**src/rtl/cpu_pkg.sv**
```systemverilog
// Shared definitions for the RV32I multi-cycle control path: opcodes, FSM states,
// opcode classes and the ALU/write-back select codes.
package cpu_pkg;

    localparam logic [6:0] OP_R      = 7'b0110011;
    localparam logic [6:0] OP_I      = 7'b0010011;
    localparam logic [6:0] OP_LOAD   = 7'b0000011;
    localparam logic [6:0] OP_STORE  = 7'b0100011;
    localparam logic [6:0] OP_BRANCH = 7'b1100011;
    localparam logic [6:0] OP_JAL    = 7'b1101111;

    typedef enum logic [2:0] {
        S_IDLE   = 3'd0,
        S_FETCH  = 3'd1,
        S_DECODE = 3'd2,
        S_EXEC   = 3'd3,
        S_MEM    = 3'd4,
        S_WB     = 3'd5,
        S_TRAP   = 3'd6
    } state_t;

    typedef enum logic [2:0] {
        CL_R      = 3'd0,
        CL_I      = 3'd1,
        CL_LOAD   = 3'd2,
        CL_STORE  = 3'd3,
        CL_BRANCH = 3'd4,
        CL_JAL    = 3'd5
    } op_class_t;

    localparam logic [1:0] ALU_ADD    = 2'b00;
    localparam logic [1:0] ALU_BRANCH = 2'b01;
    localparam logic [1:0] ALU_ARITH  = 2'b10;

    localparam logic [1:0] WB_ALU = 2'd0;
    localparam logic [1:0] WB_MEM = 2'd1;
    localparam logic [1:0] WB_PC4 = 2'd2;

    // Returns {ALUOp, ALUSrc} for an opcode class.
    function automatic logic [2:0] alu_ctrl(input op_class_t cls);
        case (cls)
            CL_R:      alu_ctrl = {ALU_ARITH, 1'b0};
            CL_I:      alu_ctrl = {ALU_ARITH, 1'b1};
            CL_BRANCH: alu_ctrl = {ALU_BRANCH, 1'b0};
            default:   alu_ctrl = {ALU_ADD, 1'b1};
        endcase
    endfunction

endpackage

```
**src/rtl/ctrl_decode.sv**
```systemverilog
// Combinational opcode classifier; flags unknown opcodes and reserved branch funct3.
module ctrl_decode
    import cpu_pkg::*;
(
    input  logic [6:0] opcode,
    input  logic [2:0] funct3,
    output op_class_t  op_class,
    output logic       illegal
);

    always_comb begin
        op_class = CL_R;
        illegal  = 1'b0;
        case (opcode)
            OP_R:      op_class = CL_R;
            OP_I:      op_class = CL_I;
            OP_LOAD:   op_class = CL_LOAD;
            OP_STORE:  op_class = CL_STORE;
            OP_BRANCH: begin
                op_class = CL_BRANCH;
                illegal  = (funct3 == 3'b010) || (funct3 == 3'b011);
            end
            OP_JAL:    op_class = CL_JAL;
            default:   illegal = 1'b1;
        endcase
    end

endmodule

```
**src/rtl/multicycle_ctrl.sv**
```systemverilog
// Multi-cycle RV32I control sequencer: FETCH/DECODE/EXEC/MEM/WB with a sticky trap
// state and a retired-instruction counter.
module multicycle_ctrl
    import cpu_pkg::*;
#(
    parameter int CNT_W = 32
) (
    input  logic             clk,
    input  logic             rst_n,
    input  logic [31:0]      instr,
    input  logic             imem_ready,
    input  logic             dmem_ready,
    input  logic             zero,
    output logic             imem_req,
    output logic             ir_we,
    output logic             dmem_req,
    output logic             dmem_we,
    output logic [1:0]       ALUOp,
    output logic             ALUSrc,
    output logic             reg_we,
    output logic [1:0]       wb_sel,
    output logic             pc_we,
    output logic             pc_src,
    output logic             illegal,
    output logic [2:0]       state_o,
    output logic [CNT_W-1:0] instret
);

    state_t           state_reg;
    op_class_t        class_reg;
    logic             illegal_reg;
    logic [CNT_W-1:0] instret_reg;

    op_class_t        dec_class;
    logic             dec_illegal;

    logic             unused_instr_bits;
    assign unused_instr_bits = ^{instr[31:15], instr[11:7]};

    ctrl_decode u_decode (
        .opcode   (instr[6:0]),
        .funct3   (instr[14:12]),
        .op_class (dec_class),
        .illegal  (dec_illegal)
    );

    always_ff @(posedge clk or negedge rst_n) begin
        if (!rst_n) begin
            state_reg   <= S_IDLE;
            class_reg   <= CL_R;
            illegal_reg <= 1'b0;
            instret_reg <= '0;
        end else begin
            if (pc_we)
                instret_reg <= instret_reg + CNT_W'(1);
            case (state_reg)
                S_IDLE:  state_reg <= S_FETCH;
                S_FETCH: if (imem_ready) state_reg <= S_DECODE;
                S_DECODE: begin
                    class_reg <= dec_class;
                    if (dec_illegal) begin
                        illegal_reg <= 1'b1;
                        state_reg   <= S_TRAP;
                    end else begin
                        state_reg   <= S_EXEC;
                    end
                end
                S_EXEC: begin
                    case (class_reg)
                        CL_R, CL_I:         state_reg <= S_WB;
                        CL_LOAD, CL_STORE:  state_reg <= S_MEM;
                        default:            state_reg <= S_FETCH;
                    endcase
                end
                S_MEM: begin
                    if (dmem_ready)
                        state_reg <= (class_reg == CL_STORE) ? S_FETCH : S_WB;
                end
                S_WB:    state_reg <= S_FETCH;
                default: state_reg <= S_TRAP;
            endcase
        end
    end

    // Outputs decode from the registered state/class; ir_we, the branch pc_src and
    // the store retire in the ready cycle follow their inputs directly.
    always_comb begin
        imem_req = 1'b0;
        ir_we    = 1'b0;
        dmem_req = 1'b0;
        dmem_we  = 1'b0;
        ALUOp    = ALU_ADD;
        ALUSrc   = 1'b0;
        reg_we   = 1'b0;
        wb_sel   = WB_ALU;
        pc_we    = 1'b0;
        pc_src   = 1'b0;
        case (state_reg)
            S_FETCH: begin
                imem_req = 1'b1;
                ir_we    = imem_ready;
            end
            S_EXEC: begin
                {ALUOp, ALUSrc} = alu_ctrl(class_reg);
                if (class_reg == CL_BRANCH) begin
                    pc_we  = 1'b1;
                    pc_src = zero;
                end else if (class_reg == CL_JAL) begin
                    pc_we  = 1'b1;
                    pc_src = 1'b1;
                    reg_we = 1'b1;
                    wb_sel = WB_PC4;
                end
            end
            S_MEM: begin
                {ALUOp, ALUSrc} = alu_ctrl(class_reg);
                dmem_req = 1'b1;
                dmem_we  = (class_reg == CL_STORE);
                pc_we    = (class_reg == CL_STORE) && dmem_ready;
            end
            S_WB: begin
                {ALUOp, ALUSrc} = alu_ctrl(class_reg);
                reg_we = 1'b1;
                wb_sel = (class_reg == CL_LOAD) ? WB_MEM : WB_ALU;
                pc_we  = 1'b1;
            end
            default: ;
        endcase
    end

    assign illegal = illegal_reg;
    assign state_o = state_reg;
    assign instret = instret_reg;

endmodule
```
**config.mk**
```make
export PLATFORM = sky130hd
export DESIGN_NAME = multicycle_ctrl
export DESIGN_NICKNAME = d
export VERILOG_FILES = /design/src/rtl/cpu_pkg.sv /design/src/rtl/ctrl_decode.sv /design/src/rtl/multicycle_ctrl.sv
export SDC_FILE = /design/constraint.sdc
export NUM_CORES = 1
export LEC_CHECK = 0
export ABC_AREA = 1
export BUFFER_PORTS_ARGS = -buffer_cell sky130_fd_sc_hd__buf_2
export CAP_MARGIN = 15
export CORE_ASPECT_RATIO = 0.75
export CORE_MARGIN = 4
export CORE_UTILIZATION = 50
export CTS_CLUSTER_DIAMETER = 150
export DETAILED_ROUTE_END_ITERATION = 12
export PLACE_DENSITY = 0.8
export RECOVER_POWER = 50
export SLEW_MARGIN = 20
export SYNTH_ARGS = -nofsm -noshare
export SYNTH_HDL_FRONTEND = slang
export SYNTH_SLANG_ARGS = --single-unit
```
**constraint.sdc**
```tcl
create_clock -name clk -period 1.5 [get_ports clk]
set_input_delay 0.3 -clock clk [delete_from_list [all_inputs] [get_ports clk]]
set_output_delay 0.3 -clock clk [all_outputs]
set_load 0.02 [all_outputs]
```
==> run_results.csv, run 1 <==
group,metric,value,unit
pwr,clkPwrFrac,0.136,
worst_setup_path,reg2reg_setup_slack,-0.19,ns
synthesis,ys_ff_latch,39,
sta,setup_slack,-0.248,ns
clocking,clock_path_buffers,2,
pwr,power_density,1410,nW/µm²
worst_setup_path,cp_cell_sequence,"inv_2 -> nand3_2 -> nor2_1 -> nand2_2 -> nand2_4 -> buf_4",
sta,finalCritPeriodShare,1.17,
finish,num-fill-cells,310,
routing,remaining_drc_errors,0,
global_routing,grt_pass1_vias,2431,
min_path,hold_class,"in2reg",
sta,clock_skew,0.00884,ns
clocking,clkTransAtPathRegs,0.07,ns
clocking,cts.sinks,39,
worst_setup_path,crit_family,"simple AND/OR/NAND/NOR gates",
finish,final_common_cell,"nand2_1",
clocking,clk-insertion-delay-late,0.30,ns
finish,final_nets,514,
worst_setup_path,cp_slowest_stage_delay,0.42,ns
die,die_h,68.8,µm
worst_setup_path,path_max_fanout,4,
routing,drt-total-wl,7770,µm
global_routing,overflow,0,
pwr,p_total,5.19,mW
routing,via_per_inst,5.29,
finish,largest_register_ffs,32,
die,dieArea,6130,µm²
worst_setup_path,setup.worst_path.end_class,"output pin",
global_routing,antenna_found_initial,0,
worst_setup_path,arrival,1.45,ns
synthesis,synth_cell_types,32,
worst_setup_path,crit_path_top_delay_cell,"dfrtp_1",
synthesis,syn_area,2470,µm²
synthesis,netlist_instances,364,
global_routing,grt_max_degree,19,
global_routing,grt_pass1_wl,11200,µm
sta,maxSlewViolCount,0,
finish,multi_input_area,1540,µm²
routing,ant_nets,0,
worst_setup_path,crit_path_start_kind,"flop",
synthesis,syn_area_per_cell,6.78,µm²
status,outcome,"finished with violations",
clocking,root_buffer,"clkbuf_8",
clocking,htreeDepth,2,
routing,routedWlPerCell,14.5,µm
finish,area_delta_synth_final,49.2,%
pwr,leakagePower,1.92,nW
status,violations,"negative setup slack",
routing,vias,2824,
pwr,p_comb_frac,0.601,
place,gp_congestion,0.894,
die,pin_count,85,
clocking,cts_tree,"done",
pwr,p_sw,2.16,mW
sta,setup_viol,44,
synthesis,synth-warning-count,0,
finish,antenna_cells,0,
place,port_buffers,61,
synthesis,syn-num-nets,402,
pwr,intPower,3.03,mW
finish,fin_util,0.796,
routing,first_pass_iters,5,
finish,drive_above_1_share,0.371,
sta,max_freq,0.572,GHz
pwr,pwr-share-seq,0.263,
die,die_x,89.1,µm
sta,worst_pin_slew,0.452,ns
pwr,irDropWorstVdd,1510,µV
pwr,swShare,0.417,
routing,drtIter0Drc,187,
global_routing,track_usage,0.239,
worst_setup_path,critPathKind,"reg2out",
worst_setup_path,path_buf_inv,2,
sta,rsz0062_at_grt,"yes",
die,num_rows,21,
finish,final_cell_mix,"nand2_1, buf_2, nor2_1",
sta,slew-limit-headroom,0.699,
sta,hold_viol,0,
synthesis,synth_seq_area_share,0.396,
clocking,cts_buffers,5,
job,cap_violations,0,
die,coreArea,4620,µm²
die,initial_core_util,0.534,
sta,layout_min_cycle_time,1.75,ns
place,dpl.hpwl,4870,µm
finish,ff_latch_area,981,µm²
worst_setup_path,cp.required,1.20,ns
[area by class of cell]
type | instances | area share
inverters | 44 | 0.0469
flip-flops and latches | 39 | 0.266
multi-input cells | 277 | 0.417
clock buffers | 7 | 0.0207
clock inverters | 1 | 0.00136
repair buffers | 109 | 0.228
well taps | 57 | 0.0194
[metal layers]
layer	up-vias	wire length, µm	GRT usage
met4	0	101	0.0743
li1	1362	-	-
met3	16	573	0.0499
met1	1330	3230	0.310
met5	-	0	0
met2	116	3860	0.403
[per-stage QoR]
| step | std cells | worst slack [ns] | instance area, µm² | TNS (ns) | hold WS, ns |
|---|---|---|---|---|---|
| final | 534 | -0.248 | 3680 | -5.88 | 0.299 |
| after global placement | 502 | -0.0202 | 3030 | -0.0202 | 0.245 |
| after detailed placement | 502 | -0.0376 | 3030 | -0.108 | 0.247 |
| after CTS | 520 | -0.180 | 3310 | -2.00 | 0.294 |
| after floorplan | 364 | -0.0712 | 2500 | -0.165 | 0.00441 |
| after global routing | 534 | -0.321 | 3680 | -7.86 | 0.332 |
[worst register-to-register path: stages, from the launching register on]
cell     delay, ns
dfrtp_1       0.42
inv_2         0.08
nand3_2       0.10
nor2_1        0.18
nand2_2       0.09
nand2_4       0.12
buf_12        0.15
buf_12        0.12
buf_8         0.13
nand2_2       0.06
xnor2_1       0.12
[cells in the mapped netlist]
master     count  area (µm²)
buf_2          1        5.00
nor2_1        52         195
nand3_1       20         100
nor3_1         5        25.0
a31oi_1        1        6.26
nand2_2        2        12.5
o2111ai_1      1        8.76
buf_4          2        15.0
xnor2_1       11        96.3
nand2_1      140         526
a21oi_1        3        15.0
ha_1           1        12.5
or2_2          1        6.26
inv_2          2        7.51
buf_8          1        15.0
o21a_1         2        15.0
nor3_4         1        16.3
nor4_1         1        6.26
and2_1         1        6.26
inv_1         42         158
o22ai_1        1        6.26
nand3b_1       7        52.6
nand4_1        8        50.1
nor3_2         1        10.0
a21boi_0       1        7.51
o21ai_0        4        20.0
o211ai_1       1        7.51
nand2_4        2        22.5
xor2_1         3        26.3
dfrtp_1       39         976
nor2_2         5        31.3
o21ai_1        2        10.0
[what timing repair did]
action / in CTS / in global routing
resized for setup: 32 / 61
endpoints found under the setup margin: 23 / 43
hold buffers: 1 / 0
pin swaps: 4 / 14
gates cloned: 1 / 2
endpoints found under the hold margin: 16 / 0
setup buffers: 8 / 12
[logic make-up after synthesis]
kind of cell	synth area share
simple gates	0.430
buf+inv	0.0811
flops	0.396
compound gates	0.0390
xor+xnor	0.0497
fa+ha+maj	0.00507
[power groups by stage]
stage / Sequential, mW / Combinational (mW) / Clock [mW]
2_1_floorplan: 1.52 / 0.981 / 0
3_3_place_gp: 1.35 / 1.78 / 0
3_5_place_dp: 1.35 / 1.81 / 0
4_1_cts: 1.34 / 2.30 / 0.699
5_1_grt: 1.39 / 3.31 / 0.760
6_report: 1.37 / 3.12 / 0.705
[final timing paths]
path | end | startpoint | cells past startpoint
worst max-delay path | pc_we | class_reg[2] | 6
worst min-delay path | class_reg[1] | instr[4] | 4
worst max register to register | instret[3] | class_reg[2] | 10
worst min register to register | illegal | illegal | 2
max in group asynchronous | state_o[1] | rst_n | 3
min in group asynchronous | instret[14] | rst_n | 2
No activity file was read; power rests on OpenSTA's default activity.
==> run 2, diff against run 1 <==
- RECOVER_POWER: 50 -> 25
==> run_results.csv, run 2 (same netlist as run 1, synthesis figures left out) <==
group,metric,value,unit
status,outcome,"finished with violations",
status,violations,"negative setup slack",
global_routing,grt_pass1_vias,2431,
routing,ant_nets,0,
die,coreArea,4620,µm²
finish,final_common_cell,"nand2_1",
routing,first_pass_iters,5,
finish,num-fill-cells,310,
worst_setup_path,setup.worst_path.end_class,"output pin",
global_routing,grt_util_met2,0.403,
sta,layout_min_cycle_time,1.74,ns
routing,via_per_inst,5.30,
pwr,swShare,0.417,
routing,routedWlPerCell,14.5,µm
global_routing,track_usage,0.239,
clocking,clk-insertion-delay-late,0.30,ns
finish,stdcell_count,534,
place,dpl.hpwl,4870,µm
sta,slew-limit-headroom,0.694,
die,die_h,68.8,µm
clocking,root_buffer,"clkbuf_8",
global_routing,antenna_found_initial,0,
die,num_rows,21,
sta,worst_pin_slew,0.459,ns
sta,setup_slack,-0.242,ns
clocking,htreeDepth,2,
global_routing,grt.busiest_layer,"met2",
global_routing,grt_util_met1,0.310,
place,gp_congestion,0.894,
die,pin_count,85,
sta,setup_viol,44,
die,dieArea,6130,µm²
die,die_x,89.1,µm
global_routing,overflow,0,
routing,drt-total-wl,7720,µm
worst_setup_path,cp.required,1.20,ns
sta,clock_skew,0.00930,ns
pwr,irDropWorstVdd,1500,µV
finish,largest_register_ffs,32,
clocking,cts_tree,"done",
pwr,intPower,3.03,mW
min_path,hold_class,"in2reg",
worst_setup_path,crit_path_start_kind,"flop",
pwr,clkPwrFrac,0.136,
clocking,cts.sinks,39,
sta,maxSlewViolCount,0,
sta,max_freq,0.574,GHz
finish,final_nets,514,
worst_setup_path,path_max_fanout,3,
clocking,cts_buffers,5,
finish,drive_above_1_share,0.375,
clocking,clkTransAtPathRegs,0.07,ns
finish,final_cell_mix,"nand2_1, buf_2, nor2_1",
clocking,clock_path_buffers,2,
pwr,power_density,1410,nW/µm²
pwr,pwr-share-seq,0.263,
pwr,leakagePower,1.93,nW
finish,antenna_cells,0,
place,port_buffers,61,
routing,drtIter0Drc,174,
sta,rsz0062_at_grt,"yes",
sta,finalCritPeriodShare,1.16,
worst_setup_path,critPathKind,"reg2out",
finish,area_delta_synth_final,49.4,%
pwr,p_sw,2.17,mW
global_routing,met3_usage,0.0499,
global_routing,grt_max_degree,19,
pwr,p_comb_frac,0.601,
worst_setup_path,arrival,1.44,ns
global_routing,grt_pass1_wl,11200,µm
place,numPlacedInstances,502,
sta,hold_viol,0,
die,initial_core_util,0.534,
routing,vias,2830,
routing,remaining_drc_errors,0,
job,cap_violations,0,
finish,fin_util,0.797,
-- run 2: cell count changes in the layout (fill, tap and decap cells not counted), sizes merged --
cell and delta:
buf +3, clkbuf -3
-- run 2: power groups by stage --
stage / Sequential, mW / Combinational [mW] / Clock [mW]
after floorplan: 1.52 / 0.981 / 0
after global placement: 1.35 / 1.78 / 0
after detailed placement: 1.35 / 1.81 / 0
after CTS: 1.34 / 2.30 / 0.699
after global routing: 1.39 / 3.31 / 0.760
final: 1.37 / 3.12 / 0.705
-- run 2: cell type report --
class,instances,area [µm²],area share
clock inverters,1,5.00,0.00136
multi-input cells,277,1540,0.416
inverters,44,173,0.0468
clock buffers,7,76.3,0.0207
well taps,57,71.3,0.0193
flip-flops and latches,39,981,0.266
repair buffers,109,846,0.229
-- run 2: final timing paths --
kind,from,endpoint,slack (ns),cells past startpoint
setup reg to reg,class_reg[2],instret[3],-0.18,10
min in group asynchronous,rst_n,instret[14],0.49,2
setup / recovery,state_o[2],ALUSrc,-0.24,5
hold reg to reg,illegal,illegal,0.49,2
max in group asynchronous,rst_n,instret[11],0.41,3
hold / removal,instr[4],class_reg[1],0.30,4
-- run 2: repair_timing --
action | in CTS | in global routing
pin swaps | 4 | 14
setup endpoints to repair | 23 | 43
gates resized for setup | 32 | 61
gates cloned | 1 | 2
endpoints found under the hold margin | 16 | 0
setup buffers | 8 | 12
hold buffers | 1 | 0
-- run 2: worst max-delay path, stage by stage, from the launching register on --
cell	delay, ns
dfrtp_1	0.38
inv_2	0.08
buf_6	0.12
o21a_4	0.23
a21oi_1	0.16
buf_4	0.17
-- run 2: layer usage --
metal / part of all wire / wire, µm / up-vias
met5: 0 / 0 / -
met4: 0.014 / 107 / 0
met3: 0.073 / 565 / 18
met2: 0.50 / 3850 / 118
met1: 0.41 / 3200 / 1334
li1: - / - / 1360
-- run 2: per-stage QoR --
| stage | hold slack (ns) | cell area (µm²) | total power [mW] | setup slack, ns | setup TNS (ns) |
|---|---|---|---|---|---|
| global route | 0.332 | 3690 | 5.45 | -0.321 | -7.86 |
| finish | 0.300 | 3690 | 5.20 | -0.242 | -5.64 |
| floorplan | 0.00441 | 2500 | 2.50 | -0.0712 | -0.165 |
| CTS | 0.294 | 3310 | 4.34 | -0.180 | -2.00 |
| detailed placement | 0.247 | 3030 | 3.17 | -0.0376 | -0.108 |
| global placement | 0.245 | 3030 | 3.12 | -0.0202 | -0.0202 |
==> run 3, diff against run 2 <==
- ABC_AREA: 1 -> unset
- CORE_UTILIZATION: 50 -> 49
- CTS_BUF_LIST: unset -> sky130_fd_sc_hd__clkbuf_4
- PLACE_DENSITY: 0.8 -> 0.82
- REMOVE_ABC_BUFFERS: unset -> 1
==> run_results.csv, run 3 <==
group,metric,value,unit
die,coreArea,3800,µm²
routing,remaining_drc_errors,0,
sta,setup_slack,-0.474,ns
sta,max_freq,0.507,GHz
synthesis,syn_area,2010,µm²
synthesis,syn_area_per_cell,10.3,µm²
worst_setup_path,setup.worst_path.end_class,"output pin",
place,placed_cell_area,2660,µm²
finish,multi_input_area,1240,µm²
pwr,power_density,1430,nW/µm²
place,numPlacedInstances,343,
clocking,clk-insertion-delay-late,0.35,ns
routing,first_pass_iters,4,
worst_setup_path,worst_r2r_startpoint,"state_o[2]",
finish,final_area,3260,µm²
min_path,hold_class,"in2async",
sta,fin_setup_tns,-14.21,ns
routing,routedWlPerCell,19.0,µm
clocking,clkTransAtPathRegs,0.12,ns
clocking,cts_buffers,5,
worst_setup_path,crit_path_start_kind,"flop",
global_routing,grt_pass1_wl,9750,µm
clocking,htreeDepth,2,
clocking,cts_tree,"done",
pwr,leakagePower,1.65,nW
worst_setup_path,reg2reg_setup_slack,-0.44,ns
synthesis,synth_top_cells_by_count,"dfrtp_1, nand2_1, xnor2_1, xor2_1",
worst_setup_path,cp_cell_sequence,"buf_6 -> nor2_4 -> and4b_1 -> and2_4 -> nand2b_4 -> buf_6",
global_routing,overflow,0,
finish,final_cell_mix,"buf_4, buf_2, dfrtp_1",
die,die_x,81.9,µm
worst_setup_path,path_max_fanout,4,
sta,maxSlewViolCount,0,
finish,num-fill-cells,205,
synthesis,synth-warning-count,0,
synthesis,netlist_instances,195,
worst_setup_path,cp_slowest_stage_delay,0.46,ns
clocking,cts.sinks,39,
die,pin_count,85,
worst_setup_path,arrival,1.67,ns
finish,stdcell_count,371,
job,cap_violations,0,
routing,ant_nets,0,
finish,largest_register_ffs,32,
synthesis,synth_largest_area_cell,"dfrtp_1",
sta,worst_pin_slew,0.948,ns
synthesis,ys_ff_latch,39,
worst_setup_path,crit_path_top_delay_cell,"dfrtp_1",
worst_setup_path,critPathKind,"reg2out",
synthesis,synth_edf_count,0,
worst_setup_path,critical_path.most_common_cell,"buf_6",
synthesis,synth_seq_area_share,0.487,
sta,slew-limit-headroom,0.368,
status,violations,"negative setup slack",
finish,area_delta_synth_final,62.8,%
die,dieArea,5190,µm²
finish,drive_above_1_share,0.544,
worst_setup_path,path_buf_inv,2,
global_routing,antenna_found_initial,1,
finish,final_common_cell,"buf_4",
synthesis,synthFlopType,"dfrtp_1",
worst_setup_path,crit_start,"state_o[2]",
sta,layout_min_cycle_time,1.97,ns
routing,drtIter0Drc,148,
place,port_buffers,61,
finish,final_nets,356,
sta,setup_viol,45,
sta,hold_viol,0,
sta,clock_skew,0.00971,ns
worst_setup_path,rr_worst_depth,7,
synthesis,synth-async-reset-ratio,1.00,
place,gp_congestion,0.811,
routing,via_per_inst,5.78,
sta,rsz0062_at_grt,"yes",
worst_setup_path,cp.depth,6,
routing,drt-total-wl,7060,µm
routing,vias,2146,
sta,finalCritPeriodShare,1.32,
worst_setup_path,worstSetupEndpoint,"reg_we",
finish,ff_latch_area,977,µm²
die,die_h,63.4,µm
clocking,root_buffer,"clkbuf_4",
clocking,clock_path_buffers,2,
worst_setup_path,timing.rr.end,"instret[24]",
synthesis,synth_most_common_cell,"dfrtp_1",
synthesis,synth.top_cell.area_share,0.487,
worst_setup_path,crit_family,"simple AND/OR/NAND/NOR gates",
synthesis,synth_top_cells_by_area,"dfrtp_1, xnor2_1, xor2_1",
global_routing,grt_max_degree,40,
global_routing,track_usage,0.242,
status,outcome,"finished with violations",
die,num_rows,19,
global_routing,grt_pass1_vias,1978,
worst_setup_path,cp.required,1.20,ns
pwr,irDropWorstVdd,1140,µV
synthesis,synth_cell_types,43,
place,dpl.hpwl,3750,µm
die,initial_core_util,0.527,
run 3: changes by cell type after synthesis, sizes merged, moves of 6 or more:
cell / before / now
nand2: 144 / 19
nor2: 57 / 11
inv: 44 / 4
xor2: 3 / 13
and3: 0 / 8
nand3: 20 / 12
xnor2: 11 / 18
nand3b: 7 / 1
run 3: kinds of logic (layout without fill, tap and decap cells):
group	after synthesis	after routing	synth area share
xor+xnor	31	31	0.135
flops	39	39	0.487
mux	2	2	0.0106
simple gates	93	93	0.264
fa+ha+maj	1	1	0.00624
other cells	0	1	0
buf+inv	10	133	0.0274
compound gates	19	19	0.0699
run 3: worst min path at each step:
stage | cells after the start | start | slack [ns] | to
2_1_floorplan | 0 | rst_n | 0.004 | class_reg[0]
3_3_place_gp | 2 | rst_n | 0.38 | instret[0]
3_5_place_dp | 2 | rst_n | 0.38 | instret[0]
4_1_cts | 2 | rst_n | 0.008 | state_o[2]
5_1_grt | 2 | instr[4] | 0.18 | class_reg[1]
6_report | 2 | rst_n | 0.17 | instret[21]
run 3: where the power goes:
part           switching [mW]  internal (mW)  total (mW)
combinational            1.42           1.36        2.79
clock                   0.339          0.166       0.505
sequential              0.166           1.21        1.38
total                    1.93           2.74        4.67
run 3: layout make-up:
cell class / instances / area share
Clock buffer: 5 / 0.0115
Timing Repair Buffer: 122 / 0.279
Clock inverter: 2 / 0.00268
Inverter: 4 / 0.00537
Tap cell: 52 / 0.0199
Antenna cell: 1 / 0.000767
Multi-Input combinational cell: 146 / 0.381
Sequential cell: 39 / 0.299
run 3: repair_timing:
item,in CTS,in global routing
endpoints found under the setup margin,43,47
pin swaps,24,23
hold buffers,0,0
gates resized for setup,64,32
hold endpoints to repair,0,0
setup buffers,12,11
run 3: per-stage QoR:
stage | hold slack, ns | setup WS [ns] | power, mW | utilization
global placement | 0.376 | -0.208 | 3.03 | 0.698
CTS | 0.00816 | -0.390 | 4.10 | 0.803
floorplan | 0.00441 | -0.480 | 2.26 | -
finish | 0.166 | -0.474 | 4.67 | 0.858
detailed placement | 0.379 | -0.226 | 3.09 | 0.698
global route | 0.175 | -0.555 | 4.92 | 0.858
run 3: worst reg2reg max path, delay by kind of cell, from the launching register on:
family                    cells  cell delay [ns]
buffers and inverters         2             0.31
AOI/OAI and AO/OA             2             0.34
xor gates and xnor gates      1             0.24
DFF                           1             0.46
and+or+nand+nor               2             0.49
run 3: layer usage:
| layer | track usage | wire length [µm] | vias up |
|---|---|---|---|
| met5 | 0 | 0 | - |
| met4 | 0.0851 | 310 | 0 |
| met3 | 0.0570 | 482 | 29 |
| met2 | 0.402 | 3490 | 118 |
| met1 | 0.306 | 2780 | 1065 |
| li1 | - | - | 934 |
